### src/rtl/rheed_crop_stream.sv
// Crops an OUT_ROWS x OUT_COLS window out of a beat-packed RHEED frame stream, one pixel per cycle.
// Optional CROP_SUM_EN adds crop_sum, the running sum of all pixels handed out in the current window.
module rheed_crop_stream #(
  parameter int IN_ROWS  = 512,
  parameter int IN_COLS  = 512,
  parameter int OUT_ROWS = 48,
  parameter int OUT_COLS = 48,
  parameter int PIX_W    = 8,
  parameter int IN_PPB   = 32
) (
  input  logic                        clk,
  input  logic                        reset,
  input  logic                        ap_start,
  output logic                        ap_idle,
  output logic                        ap_done,
  output logic                        crop_err,
  input  logic [$clog2(IN_COLS)-1:0]  crop_x0,
  input  logic [$clog2(IN_ROWS)-1:0]  crop_y0,
  input  logic                        s_axis_tvalid,
  output logic                        s_axis_tready,
  input  logic [IN_PPB*PIX_W-1:0]     s_axis_tdata,
  output logic                        m_axis_tvalid,
  input  logic                        m_axis_tready,
  output logic [PIX_W-1:0]            m_axis_tdata,
`ifdef CROP_SUM_EN
  output logic [PIX_W+$clog2(OUT_ROWS*OUT_COLS)-1:0] crop_sum,
`endif
  output logic                        m_axis_tlast
);

  localparam int XW = $clog2(IN_COLS);
  localparam int YW = $clog2(IN_ROWS);
  localparam int KW = (IN_PPB > 1) ? $clog2(IN_PPB) : 1;

  typedef enum logic [1:0] {IDLE, RUN, SKIP} state_t;

  state_t                    state, state_nxt;
  logic [XW-1:0]             x0_q, col;
  logic [YW-1:0]             y0_q, row;
  logic [IN_PPB*PIX_W-1:0]   beat_p0;
  logic                      vld_p0;
  logic [KW-1:0]             idx_p0;
  logic                      oob, in_win, last_pix, last_frame, retire, accept, start;

  // Window bounds are evaluated one bit wider so x0+OUT_COLS cannot wrap.
  always_comb begin
    oob = (({1'b0, crop_x0} + (XW+1)'(OUT_COLS)) > (XW+1)'(IN_COLS)) ||
          (({1'b0, crop_y0} + (YW+1)'(OUT_ROWS)) > (YW+1)'(IN_ROWS));
    in_win = (col >= x0_q) && ({1'b0, col} < ({1'b0, x0_q} + (XW+1)'(OUT_COLS))) &&
             (row >= y0_q) && ({1'b0, row} < ({1'b0, y0_q} + (YW+1)'(OUT_ROWS)));
    last_pix = ({1'b0, col} == ({1'b0, x0_q} + (XW+1)'(OUT_COLS-1))) &&
               ({1'b0, row} == ({1'b0, y0_q} + (YW+1)'(OUT_ROWS-1)));
    last_frame = (col == XW'(IN_COLS-1)) && (row == YW'(IN_ROWS-1));
    start = (state == IDLE) && ap_start;
  end

  always_ff @(posedge clk or posedge reset) begin
    if (reset) state <= IDLE;
    else       state <= state_nxt;
  end

  always_comb begin
    state_nxt = state;
    case (state)
      IDLE:     if (ap_start) state_nxt = oob ? SKIP : RUN;
      RUN,
      SKIP:     if (retire && last_frame) state_nxt = IDLE;
      default:  state_nxt = IDLE;
    endcase
  end

  always_comb begin
    ap_idle       = (state == IDLE);
    m_axis_tvalid = (state == RUN) && vld_p0 && in_win;
    m_axis_tdata  = m_axis_tvalid ? beat_p0[PIX_W-1:0] : '0;
    m_axis_tlast  = m_axis_tvalid && last_pix;
    retire        = vld_p0 && ((state == SKIP) ||
                               ((state == RUN) && (!in_win || m_axis_tready)));
    // A new beat may land in the same cycle the final buffered pixel leaves, except at frame end.
    s_axis_tready = ((state == RUN) || (state == SKIP)) &&
                    (!vld_p0 || (retire && (idx_p0 == KW'(IN_PPB-1)) && !last_frame));
    accept        = s_axis_tvalid && s_axis_tready;
  end

  // Stage p0: beat buffer control and frame position counters
  always_ff @(posedge clk or posedge reset) begin
    if (reset) begin
      vld_p0   <= 1'b0;
      idx_p0   <= '0;
      col      <= '0;
      row      <= '0;
      ap_done  <= 1'b0;
      crop_err <= 1'b0;
    end else begin
      ap_done  <= retire && last_frame;
      crop_err <= start && oob;
      if (start) begin
        col <= '0;
        row <= '0;
      end else if (retire) begin
        if (col == XW'(IN_COLS-1)) begin
          col <= '0;
          row <= row + YW'(1);
        end else begin
          col <= col + XW'(1);
        end
      end
      if (accept) begin
        vld_p0 <= 1'b1;
        idx_p0 <= '0;
      end else if (retire) begin
        if ((idx_p0 == KW'(IN_PPB-1)) || last_frame) begin
          vld_p0 <= 1'b0;
          idx_p0 <= '0;
        end else begin
          idx_p0 <= idx_p0 + KW'(1);
        end
      end
    end
  end

  always_ff @(posedge clk) begin
    if (start) begin
      x0_q <= crop_x0;
      y0_q <= crop_y0;
    end
    if (accept)      beat_p0 <= s_axis_tdata;
    else if (retire) beat_p0 <= beat_p0 >> PIX_W;
  end

`ifdef CROP_SUM_EN
  localparam int SW = PIX_W + $clog2(OUT_ROWS*OUT_COLS);

  always_ff @(posedge clk or posedge reset) begin
    if (reset)                               crop_sum <= '0;
    else if (start && !oob)                  crop_sum <= '0;
    else if (m_axis_tvalid && m_axis_tready) crop_sum <= crop_sum + SW'(m_axis_tdata);
  end
`endif

endmodule

### config.mk
export PLATFORM = sky130hd
export DESIGN_NAME = rheed_crop_stream
export DESIGN_NICKNAME = d
export VERILOG_FILES = /design/src/rtl/rheed_crop_stream.sv
export SDC_FILE = /design/constraint.sdc
export NUM_CORES = 1
export LEC_CHECK = 0
export ABC_CLOCK_PERIOD_IN_PS = 12550
export BUFFER_PORTS_ARGS = -buffer_cell sky130_fd_sc_hd__buf_2
export CAP_MARGIN = 20
export CORE_MARGIN = 3
export CORE_UTILIZATION = 45
export CTS_BUF_LIST = sky130_fd_sc_hd__clkbuf_8
export DETAILED_ROUTE_END_ITERATION = 7
export HOLD_SLACK_MARGIN = 0.15
export PLACE_DENSITY = 0.78
export SKIP_LAST_GASP = 1
export SLEW_MARGIN = 10
export SYNTH_ARGS = -nofsm -noshare
export SYNTH_HDL_FRONTEND = slang
export SYNTH_SLANG_ARGS = --single-unit
### constraint.sdc
create_clock -name clk -period 12.55 [get_ports clk]
set_input_delay 0.6275 -clock clk [delete_from_list [all_inputs] [get_ports clk]]
set_output_delay 0.6275 -clock clk [all_outputs]
set_load 0.05 [all_outputs]
==> results.md, run 1 <==
- Startpoint types: register
- GRT overflow: 0
- P per Cell Area: 227.0 nW/µm²
- Clock Pin Slew Worst Setup and Hold Paths: 0.06 ns
- Die X: 186.2 µm
- Worst path buffer plus inverter count: 3
- Worst endpoint required time: 12.74 ns
- DR DRC count: 0
- Mean Syn Cell Area: 15.31 µm²
- Placement Rows: 65
- Hold Crit Endpoint: x0_q[0]
- Layout Nets: 1588
- Largest net degree at the start of global routing: 82
- Number of synthesized register bits: between 300 and 400
- Post-CTS Resized: 0
- Fin crit period: 5.883 ns
- Die height: about 190 µm
- Worst-Skew Late Latency: 0.60 ns
- Via count: 9133
- Worst hold path type: in2reg
- Clock Sinks: between 300 and 400
- Critical path peak fanout: 81
- Post-layout util: roughly 55%
- Largest family of logic cells by synthesized area: multiplexers
- First drt pass iteration count: 5
- Mapped Area: ~15000 µm²
- Initial antenna violation count: 13
- Relative slew slack: 32.12%
- CTS tree: built
- Most frequent CP cell: and3_1
- Final WL: between 30000 and 40000 µm
- Critical path's slowest cell: buf_4
- Post-Synth XOR/XNOR Area: 1.619%
- Number of fill cells: around 2.6k
- Core area: about 32000 µm²
- P&R area growth vs syn: 18.91%
- Total CTS buffers: 52
- Static leakage: 0.006980 µW
- Max frequency: ~170 MHz
- Compound-cell area share of the yosys netlist: 5.823%
- Crit path max-delay family: buffers and inverters
- Clk_skew: roughly 0.046 ns
- Via density: around 5.2
- CTS root buf: clkbuf_8
- I/O Pins: 293
- Global-route wire length before repair: about 48000 µm
- Sequential cell area fraction in the yosys report: 61.11%
- Peak VDD IR: 155.5 µV
- R2r startpoint: col[1]
- R2R Path End: beat_p0[82]
- CP Cell Sequence: ha_1 > and3_1 > and3_1 > and3_1 > ha_1 > nand2_1 > nand2_1 > o21ai_0 > o2111ai_4 > buf_16 > nand2_4 > buf_4 > buf_4
- Vias in the first global route: a little over 9k
- Period Utilization, post-route: 46.88%
- DP Wirelength: 22040 µm
- Postcts setup bufs: 0
- Fin. max-slew vios: 0
- Tot GR Track Use: 17.46%
- Layout cell share with drive strength beyond 1: 33.10%
- IO buf count: ~300
- # setup viols final: 0
- Post-synth ARST share: between 9 and 10%
- Worst stage delay on the critical path: roughly 0.88 ns
- Element type at the critical path end: register
- Slew @ Worst Pin: 1.018 ns
- Mux contribution to synthesized area: 19.53%
- Hold path depth: 1
- Initial DRC count: just under 500
- Setup TNS: 0 ns
- CP Class: reg2reg
- Post-Synth Adder-Cell Area: 3.682%
- Arrival @ worst endpoint: 6.07 ns
- Post-synth cell types: 62
- GPL Wtd Cong: 0.8423
- Synth warn: 0
- Primary FF master, synth: edfxtp_1
- Cells after Synth: 954
- Status: finished, final reports clean
- Post-Synth Simple-Gate Area: 5.001%
- Max_cap viols: 0
- Multi-input gate area: 5216 µm²
- Synth Net Count: 1276
- R2r setup slk: roughly 6.7 ns
- Number of synthesized flops with an enable pin: 274
- Hold_sp: crop_x0[0]
- Cells on worst reg2reg path: 13
- DR WL/cell: between 15 and 20 µm
- Starting Density: 45.95%
- Reg area: around 8900 µm²
- Clk buf depth: 3
- RSZ-0062 raised after global routing: false
- Antenna-violating nets left: 0
- Crit. Startpoint: col[1]
- Fin. Hold Viols: 0
- Die Area: about 35000 µm²
- H-tree levels: 2
-- report_power, final --
group          switching [µW]  internal (µW)
clock network             399            441
registers                 152           1900
logic                     626            426
-- flip-flops by register name (all words and copies together) (netlist names) --
| register | flops |
|---|---|
| col | 9 |
| vld_p0 | 1 |
| idx_p0 | 5 |
| ap_done | 1 |
| beat_p0 | 256 |
| y0_q | 9 |
| row | 9 |
| crop_err | 1 |
| x0_q | 9 |
| state | 2 |
-- cell usage after synthesis (15+ instances only) --
| master | instances | area, µm² |
|---|---|---|
| dfrtp_1 | 28 | 700.7 |
| a21oi_1 | 30 | 150.1 |
| mux2_1 | 198 | 2230 |
| inv_1 | 29 | 108.9 |
| buf_6 | 21 | 236.5 |
| edfxtp_1 | 274 | 8228 |
| ha_1 | 43 | 538.0 |
| mux2_2 | 50 | 563.0 |
| nand3_1 | 17 | 85.08 |
| clkbuf_1 | 15 | 56.30 |
| xnor2_1 | 16 | 140.1 |
| nand2_1 | 34 | 127.6 |
| and2_1 | 19 | 118.9 |
-- what timing repair did --
action,CTS,global route
endpoints found under the setup margin,0,0
hold endpoints to repair,17,0
hold buffers,1,0
-- cells by family after synthesis --
family          count (synthesis)
buf+inv                        75
mux                           254
compound gates                117
simple gates                  136
flops                         302
fa+ha+maj                      43
xor+xnor                       27
-- worst max path at each step --
stage,to,slack [ns],cells past startpoint
6_report,beat_p0[82],6.67,13
5_1_grt,beat_p0[82],6.18,13
4_1_cts,beat_p0[82],6.47,12
3_5_place_dp,beat_p0[13],6.53,12
3_3_place_gp,beat_p0[5],6.70,12
2_1_floorplan,beat_p0[0],3.71,14
-- through the flow --
stage	total power (µW)	instances	hold slack, ns	setup slack (ns)	area [µm²]
4_1_cts	4003	1742	0.1571	6.474	17330
2_1_floorplan	2993	954	0.5083	3.708	14610
3_3_place_gp	3078	1644	0.5089	6.697	16330
5_1_grt	4201	1747	0.1710	6.182	17370
6_report	3944	1749	0.2089	6.667	17370
3_5_place_dp	3146	1645	0.5171	6.531	16340
-- routing by layer --
layer / track usage [%] / wire length, µm / vias up
li1: - / - / 4331
met1: 21.36 / 12360 / 4352
met2: 28.76 / 14550 / 356
met3: 6.554 / 3340 / 80
met4: 5.809 / 772 / 14
met5: 0 / 87 / -
-- area by class of cell --
class | instances | area share, %
inverters | 29 | 0.6266
well taps | 435 | 3.133
repair buffers | 304 | 9.103
clock inverters | 42 | 1.354
clock buffers | 54 | 4.278
multi-input cells | 577 | 30.03
flip-flops and latches | 302 | 51.39
diodes | 6 | 0.08642
-- placed cells by master (no fill, tap or decap), types with 14 or more instances in the layout --
cell and count:
and2_1 19, a21oi_1 30, dfrtp_1 28, ha_1 43, edfxtp_1 274, clkbuf_8 54, o21ai_0 14, nor2_1 14
o211ai_1 14, mux2_1 198, mux2_2 50, nand2_1 33, nand3_1 17, xnor2_1 16, inv_1 44, buf_2 292
No activity file was read; power rests on OpenSTA's default activity.
==> inputs of run 2 (changes only) <==
ABC_AREA = 1   (was not set)
ABC_CLOCK_PERIOD_IN_PS = 5500   (was 12550)
clock period = 5.5 ns   (was 12.55 ns; I/O delays follow)
==> results.md, run 2 <==
- Worst-Skew Late Latency: 0.57 ns (-0.03 ns)
- Die X: 189.6 µm (+1.8%)
- Synth area leader: edfxtp_1
- Starting Density: 46.14% (+0.19 points)
- P&R area growth vs syn: 35.42%
- GRT overflow: 0 (unchanged)
- Antenna-violating nets left: 0 (unchanged)
- Arrival @ worst endpoint: 3.88 ns (-2.19 ns)
- Crit path max-delay family: simple AND/OR/NAND/NOR gates
- Final WL: 47020 µm (+51%)
- Most frequent cells in the layout: nand2_1, buf_2, nand3_1
- Worst hold path type: in2reg
- DR DRC count: 0 (unchanged)
- Worst path buffer plus inverter count: 4 (+1)
- Period Utilization, post-route: 75.58%
- # setup viols final: 0 (unchanged)
- Most frequent CP cell: nand2_1
- Clk buf depth: 3 (unchanged)
- Mean Syn Cell Area: 9.646 µm² (-37%)
- Crit. Startpoint: y0_q[4]
- Postcts setup bufs: 0 (unchanged)
- Post-Synth XOR/XNOR Area: 2.137% (+0.52 points)
- Relative slew slack: 35.91% (+3.8 points)
- Total CTS buffers: 50 (-3.8%)
- Worst Setup Slack post-DPL: 1.617 ns (-4.914 ns)
- Slew @ Worst Pin: 0.9555 ns (-0.06271 ns)
- Synth top area share: 54.26% (-2.1 points)
- Cells on worst reg2reg path: 19 (+6)
- Worst hold margin: 0.3493 ns (+0.1404 ns)
- Hold path depth: 7 (+6)
- Post-synth cell types: 42 (-32%)
- Clk_skew: 0.03276 ns (-0.01309 ns)
- Vias in the first global route: 14.26k (+54%)
- Cells after Synth: 1572 (+65%)
- I/O Pins: 293 (unchanged)
- Synth Net Count: 1894 (+48%)
- CTS root buf: clkbuf_8
- DR WL/cell: 18.03 µm (+1.4%)
- Max frequency: 240.6 MHz
- CTS tree: built
- Die height: 189.6 µm (+1.8%)
- Via count: 13.91k (+52%)
- Hold_sp: m_axis_tready
- Mux contribution to synthesized area: 0% (-20 points)
- Post-Synth Simple-Gate Area: 26.92% (+22 points)
- Status: finished, final reports clean
- Critical path peak fanout: 40 (-51%)
- Finished Layout Cells: 2608 (+49%)
- Sequential cell area fraction in the yosys report: 58.88% (-2.2 points)
- Synth warn: 0 (unchanged)
- Worst stage delay on the critical path: 0.55 ns (-0.33 ns)
- Critical path's slowest cell: a21oi_4
- CP Class: reg2out
- Via density: 5.334 (+2.1%)
- R2r setup slk: 1.47 ns (-5.20 ns)
- Max reg flops: 256 (unchanged)
- Clock Pin Slew Worst Setup and Hold Paths: 0.06 ns (about the same)
- Largest net degree at the start of global routing: 139 (+70%)
- Die Area: 35930 µm² (+3.7%)
- Most common cell after layout, fill and taps aside: nand2_1
- IO buf count: 292 (unchanged)
- Layout cell share with drive strength beyond 1: 19.02% (-14 points)
- Clock Sinks: 302 (unchanged)
- Startpoint types: register
- Number of synthesized flops with an enable pin: 274 (unchanged)
- Tot GR Track Use: 25.70% (+8.2 points)
- Primary FF master, synth: edfxtp_1
- Largest register by flop count: beat_p0
- H-tree levels: 2 (unchanged)
- Core area: 32870 µm² (+3.4%)
- First drt pass iteration count: 6 (+1)
- Compound-cell area share of the yosys netlist: 2.319% (-3.5 points)
- Finished Cell Area: 20530 µm² (+18%)
- Area contributors post-synth: edfxtp_1, nand2_1, nand3_1
- Setup TNS: 0 ns (unchanged)
- Post-synth ARST share: 9.272% (unchanged)
- R2r startpoint: y0_q[4]
- DP Wirelength: 25750 µm (+17%)
- Fin worst setup slack: 1.343 ns (-5.323 ns)
- Fin. Hold Viols: 0 (unchanged)
- Worst endpoint required time: 5.22 ns (-7.52 ns)
- Post-Synth Adder-Cell Area: 3.548% (-0.13 points)
- Area post-placement: 16860 µm² (+3.2%)
- CP Cell Sequence: inv_2 > ha_1 > ha_1 > inv_1 > nor2_1 > nand2_1 > nand2_1 > nand4_1 > nand2_1 > nor2_1 > nand4_1 > nand2_1 > nand2_2 > nand2_4 > a21oi_4 > buf_12 > buf_2
- Top-count cell post-synth: nand2_1
- Max_cap viols: 0 (unchanged)
- Placed Cells: 2239 (+36%)
- RSZ-0062 raised after global routing: false
- Largest family of logic cells by synthesized area: simple AND/OR/NAND/NOR gates
- Placement Rows: 66 (+1.5%)
- Hold Crit Endpoint: col[1]
- Initial DRC count: 1015 (+100%)
- R2R Path End: beat_p0[91]
- Initial antenna violation count: 3 (-10)
- P per Cell Area: 492.6 nW/µm² (+120%)
- Fin crit period: 4.157 ns
- Element type at the critical path end: output pin
- Global-route wire length before repair: 73780 µm (+55%)
- Fin. max-slew vios: 0 (unchanged)
- Number of synthesized register bits: 302 (unchanged)
- Static leakage: 0.009394 µW (+35%)
- Most frequent cells after synthesis: nand2_1, nand3_1, edfxtp_1, inv_1, nor2_1
- Peak VDD IR: 670.9 µV (+330%)
- GPL Wtd Cong: 0.8623 (+2.4%)
- Layout Nets: 2447 (+54%)
- Mapped Area: 15160 µm² (+3.8%)
==> run 2: worst min-delay path: cells and delay by family <==
family / cells / cell delay [ns]
compound gates: 1 / 0.07
buf+inv: 2 / 0.13
simple gates: 4 / 0.41
==> run 2: layer usage <==
layer	global-route usage (%)	vias up	routed length [µm]
li1	-	6422	-
met1	30.23	6506	17440
met2	44.22	792	23110
met3	5.159	191	3726
met4	14.19	0	2737
met5	0	-	0
==> run 2: worst max-delay path by stage <==
stage	end	depth (start not counted)
CTS	s_axis_tready	17
floorplan	idx_p0[1]	7
detailed placement	beat_p0[78]	19
global route	s_axis_tready	17
global placement	beat_p0[107]	19
finish	s_axis_tready	17
==> run 2: where the power goes <==
| group | switching, µW | internal [µW] | leakage, µW |
|---|---|---|---|
| registers | 467 | 4290 | 0.00296 |
| logic | 2350 | 1150 | 0.00594 |
| clock network | 922 | 934 | 0.000503 |
==> run 2: logic make-up (layout without fill, tap and decap cells) <==
kind of cell / count (synthesis) / count (layout)
simple gates: 952 / 952
flops: 302 / 302
buf+inv: 179 / 768
compound gates: 59 / 59
fa+ha+maj: 43 / 43
xor+xnor: 37 / 37
other cells: 0 / 5
==> run 2: area by class of cell <==
class                   count  area, µm²
diodes                      5      12.51
multi-input cells        1091       5321
clock inverters            35      171.4
clock buffers              53      729.5
inverters                  94      355.3
well taps                 442      553.0
fillers                  2416      12330
repair buffers            586       4463
flip-flops and latches    302       8929
==> run 2: through the flow <==
stage	power, µW	util (%)
2_1_floorplan	7301	-
3_3_place_gp	7813	51.21
3_5_place_dp	7965	51.29
4_1_cts	9979	62.44
5_1_grt	10760	62.46
6_report	10120	62.48
==> run 2: repair_timing <==
item | CTS | global route
endpoints found under the hold margin | 291 | 0
resized for setup | 0 | 0
hold buffers | 276 | 0
==> inputs of run 3 (changes only) <==
ABC_CLOCK_PERIOD_IN_PS = 3600   (was 5500)
PLACE_DENSITY = 0.81   (was 0.78)
clock period = 3.6 ns   (was 5.5 ns; I/O delays follow)
==> results.md, run 3 (synthesis results as in run 2) <==
- Combinational share of power: 37.8% (+3.2 points)
- Antenna-violating nets left: 0 (unchanged)
- GRT overflow: 0 (unchanged)
- Final WL: 50280 µm (+6.9%)
- Final Total Pwr: 16160 µW (+60%)
- DP Wirelength: 26040 µm (+1.1%)
- Worst-Skew Late Latency: 0.58 ns (about the same)
- Status: finished, final reports clean
- Initial DRC count: 1069 (+5.3%)
- Initial antenna violation count: 6 (+3)
- Multi-input gate area: 5334 µm² (+0.24%)
- Largest net degree at the start of global routing: 142 (+2.2%)
- CTS tree: built
- Fin worst setup slack: 0.1711 ns (-1.172 ns)
- Most common cell after layout, fill and taps aside: nand2_1
- Worst Setup Slack post-DPL: 0.2832 ns (-1.334 ns)
- R2R Path End: beat_p0[83]
- Clk_skew: 0.01761 ns (-0.01515 ns)
- Crit. Startpoint: x0_q[5]
- Fin. max-slew vios: 0 (unchanged)
- Total CTS buffers: 50 (unchanged)
- CTS root buf: clkbuf_8
- Via count: 14.25k (+2.4%)
- Placement Rows: 66 (unchanged)
- Critical path's slowest cell: edfxtp_1
- IO buf count: 292 (unchanged)
- CP Class: reg2reg
- Layout Nets: 2481 (+1.4%)
- H-tree levels: 2 (unchanged)
- Cells on worst reg2reg path: 20 (+1)
- Sequential Power Share: 44.8% (-2.2 points)
- Startpoint types: register
- Finished Layout Cells: 2648 (+1.5%)
- I/O Pins: 293 (unchanged)
- GPL Wtd Cong: 0.8973 (+4.1%)
- R2r setup slk: 0.17 ns (-1.30 ns)
- Vias in the first global route: 14.55k (+2.0%)
- Fin. Hold Viols: 0 (unchanged)
- Die X: 189.6 µm (unchanged)
- Die height: 189.6 µm (unchanged)
- Max frequency: 291.6 MHz
- P&R area growth vs syn: 38.72%
- Most frequent cells in the layout: nand2_1, buf_2, nand3_1
- Static leakage: 0.009673 µW (+3.0%)
- Clock Sinks: 302 (unchanged)
- Internal power: 10140 µW (+59%)
- Worst endpoint required time: 3.92 ns (-1.30 ns)
- Switch share: 37.26% (+0.26 points)
- Clk buf depth: 3 (unchanged)
- R2r startpoint: x0_q[5]
- Die Area: 35930 µm² (unchanged)
- Number of fill cells: 2389 (-1.1%)
- Core area: 32870 µm² (unchanged)
- First drt pass iteration count: 6 (unchanged)
- CP Cell Sequence: buf_4 > nor2_1 > o21ai_0 > o21ai_0 > ha_1 > a21oi_1 > nor2_1 > o21ai_1 > nand3_1 > nor2_2 > nand4_1 > nand2_1 > nand2_4 > nand2_4 > a21oi_4 > buf_4 > buf_16 > buf_16 > nand3_1 > nand2_2
- P per Cell Area: 768.1 nW/µm² (+56%)
- Placed Cells: 2257 (+0.80%)
- Worst hold path type: in2async
- Worst path buffer plus inverter count: 4 (unchanged)
- Critical path peak fanout: 55 (+38%)
- Starting Density: 46.14% (unchanged)
- Worst stage delay on the critical path: 0.49 ns (-0.06 ns)
- Max_cap viols: 0 (unchanged)
- Tot GR Track Use: 27.11% (+1.4 points)
- Arrival @ worst endpoint: 3.75 ns (-0.13 ns)
- DR DRC count: 0 (unchanged)
- Clock Pin Slew Worst Setup and Hold Paths: 0.07 ns (about the same)
- Clk pwr share: 17.4% (-0.9 points)
- DR WL/cell: 18.99 µm (+5.3%)
- Worst hold margin: 0.1526 ns (-0.1967 ns)
- Peak VDD IR: 506.8 µV (-24%)
- Period Utilization, post-route: ~95%
- Global-route wire length before repair: 76730 µm (+4.0%)
- Fin crit period: 3.429 ns
- Layout cell share with drive strength beyond 1: 20.39% (+1.4 points)
- Max reg flops: 256 (unchanged)
- # setup viols final: 0 (unchanged)
- Slew @ Worst Pin: 0.6022 ns (-0.3533 ns)
- Element type at the critical path end: register
- Reg area: 8929 µm² (unchanged)
- Net switching power: 6019 µW (+61%)
- Crit path max-delay family: simple AND/OR/NAND/NOR gates
- Via density: 5.380 (+0.85%)
- Relative slew slack: 59.85% (+24 points)
- Largest register by flop count: beat_p0
==> run 3: cell types whose count changed in the layout (fill, tap and decap cells not counted), sizes merged <==
cell      change
bufbuf        +1
clkinv        -1
clkbuf        -1
diode         +4
inv           +6
clkinvlp      -1
buf          +32
==> run 3: worst register-to-register path: stages (launching register included) <==
cell,delay (ns)
edfxtp_1,0.49
buf_4,0.19
nor2_1,0.16
o21ai_0,0.09
o21ai_0,0.10
ha_1,0.28
a21oi_1,0.13
nor2_1,0.05
o21ai_1,0.13
nand3_1,0.11
nor2_2,0.12
nand4_1,0.09
nand2_1,0.11
nand2_4,0.10
nand2_4,0.09
a21oi_4,0.07
buf_4,0.18
buf_16,0.19
buf_16,0.26
nand3_1,0.13
nand2_2,0.10
==> run 3: per-layer routing <==
metal / track usage (%) / routed length [µm]
met1: 31.82 / 18300
met2: 46.96 / 24570
met3: 5.491 / 4473
met4: 14.42 / 2931
met5: 0 / 0
==> run 3: what timing repair did <==
action,in CTS,in global routing
resized for setup,1,10
setup endpoints to repair,7,146
buffers inserted,2,10
hold buffers,276,0
pin swaps,2,1
cloned,1,2
hold endpoints to repair,311,0
==> run 3: power by group through the flow <==
stage	combinational [µW]	clock [µW]	sequential (µW)
after floorplan	3790	0	7360
after global placement	5110	0	7170
after detailed placement	5300	0	7200
after CTS	5640	2830	7160
after global routing	6720	2980	7380
final	6110	2810	7240
==> run 3: cell type report <==
class | instances | share of cell area, %
well taps | 442 | 2.629
flip-flops and latches | 302 | 42.45
multi-input cells | 1091 | 25.36
diodes | 9 | 0.1071
repair buffers | 620 | 23.53
clock inverters | 39 | 0.8982
inverters | 94 | 1.689
clock buffers | 51 | 3.337
==> run 3: per-stage QoR <==
stage	instance area [µm²]	setup TNS [ns]	util, %
2_1_floorplan	15190	-1048.38	-
3_3_place_gp	17110	0	52.06
3_5_place_dp	17110	0	52.06
4_1_cts	20810	-0.01312	63.32
5_1_grt	21030	-0.9981	63.98
6_report	21030	0	64.00
==> run 3: worst max path at each step <==
stage | endpoint | slack, ns | cells after the start
2_1_floorplan | idx_p0[1] | -4.58 | 7
3_3_place_gp | beat_p0[42] | 0.36 | 20
3_5_place_dp | beat_p0[42] | 0.28 | 20
4_1_cts | s_axis_tready | -0.01 | 17
5_1_grt | beat_p0[93] | -0.05 | 20
6_report | beat_p0[83] | 0.17 | 20
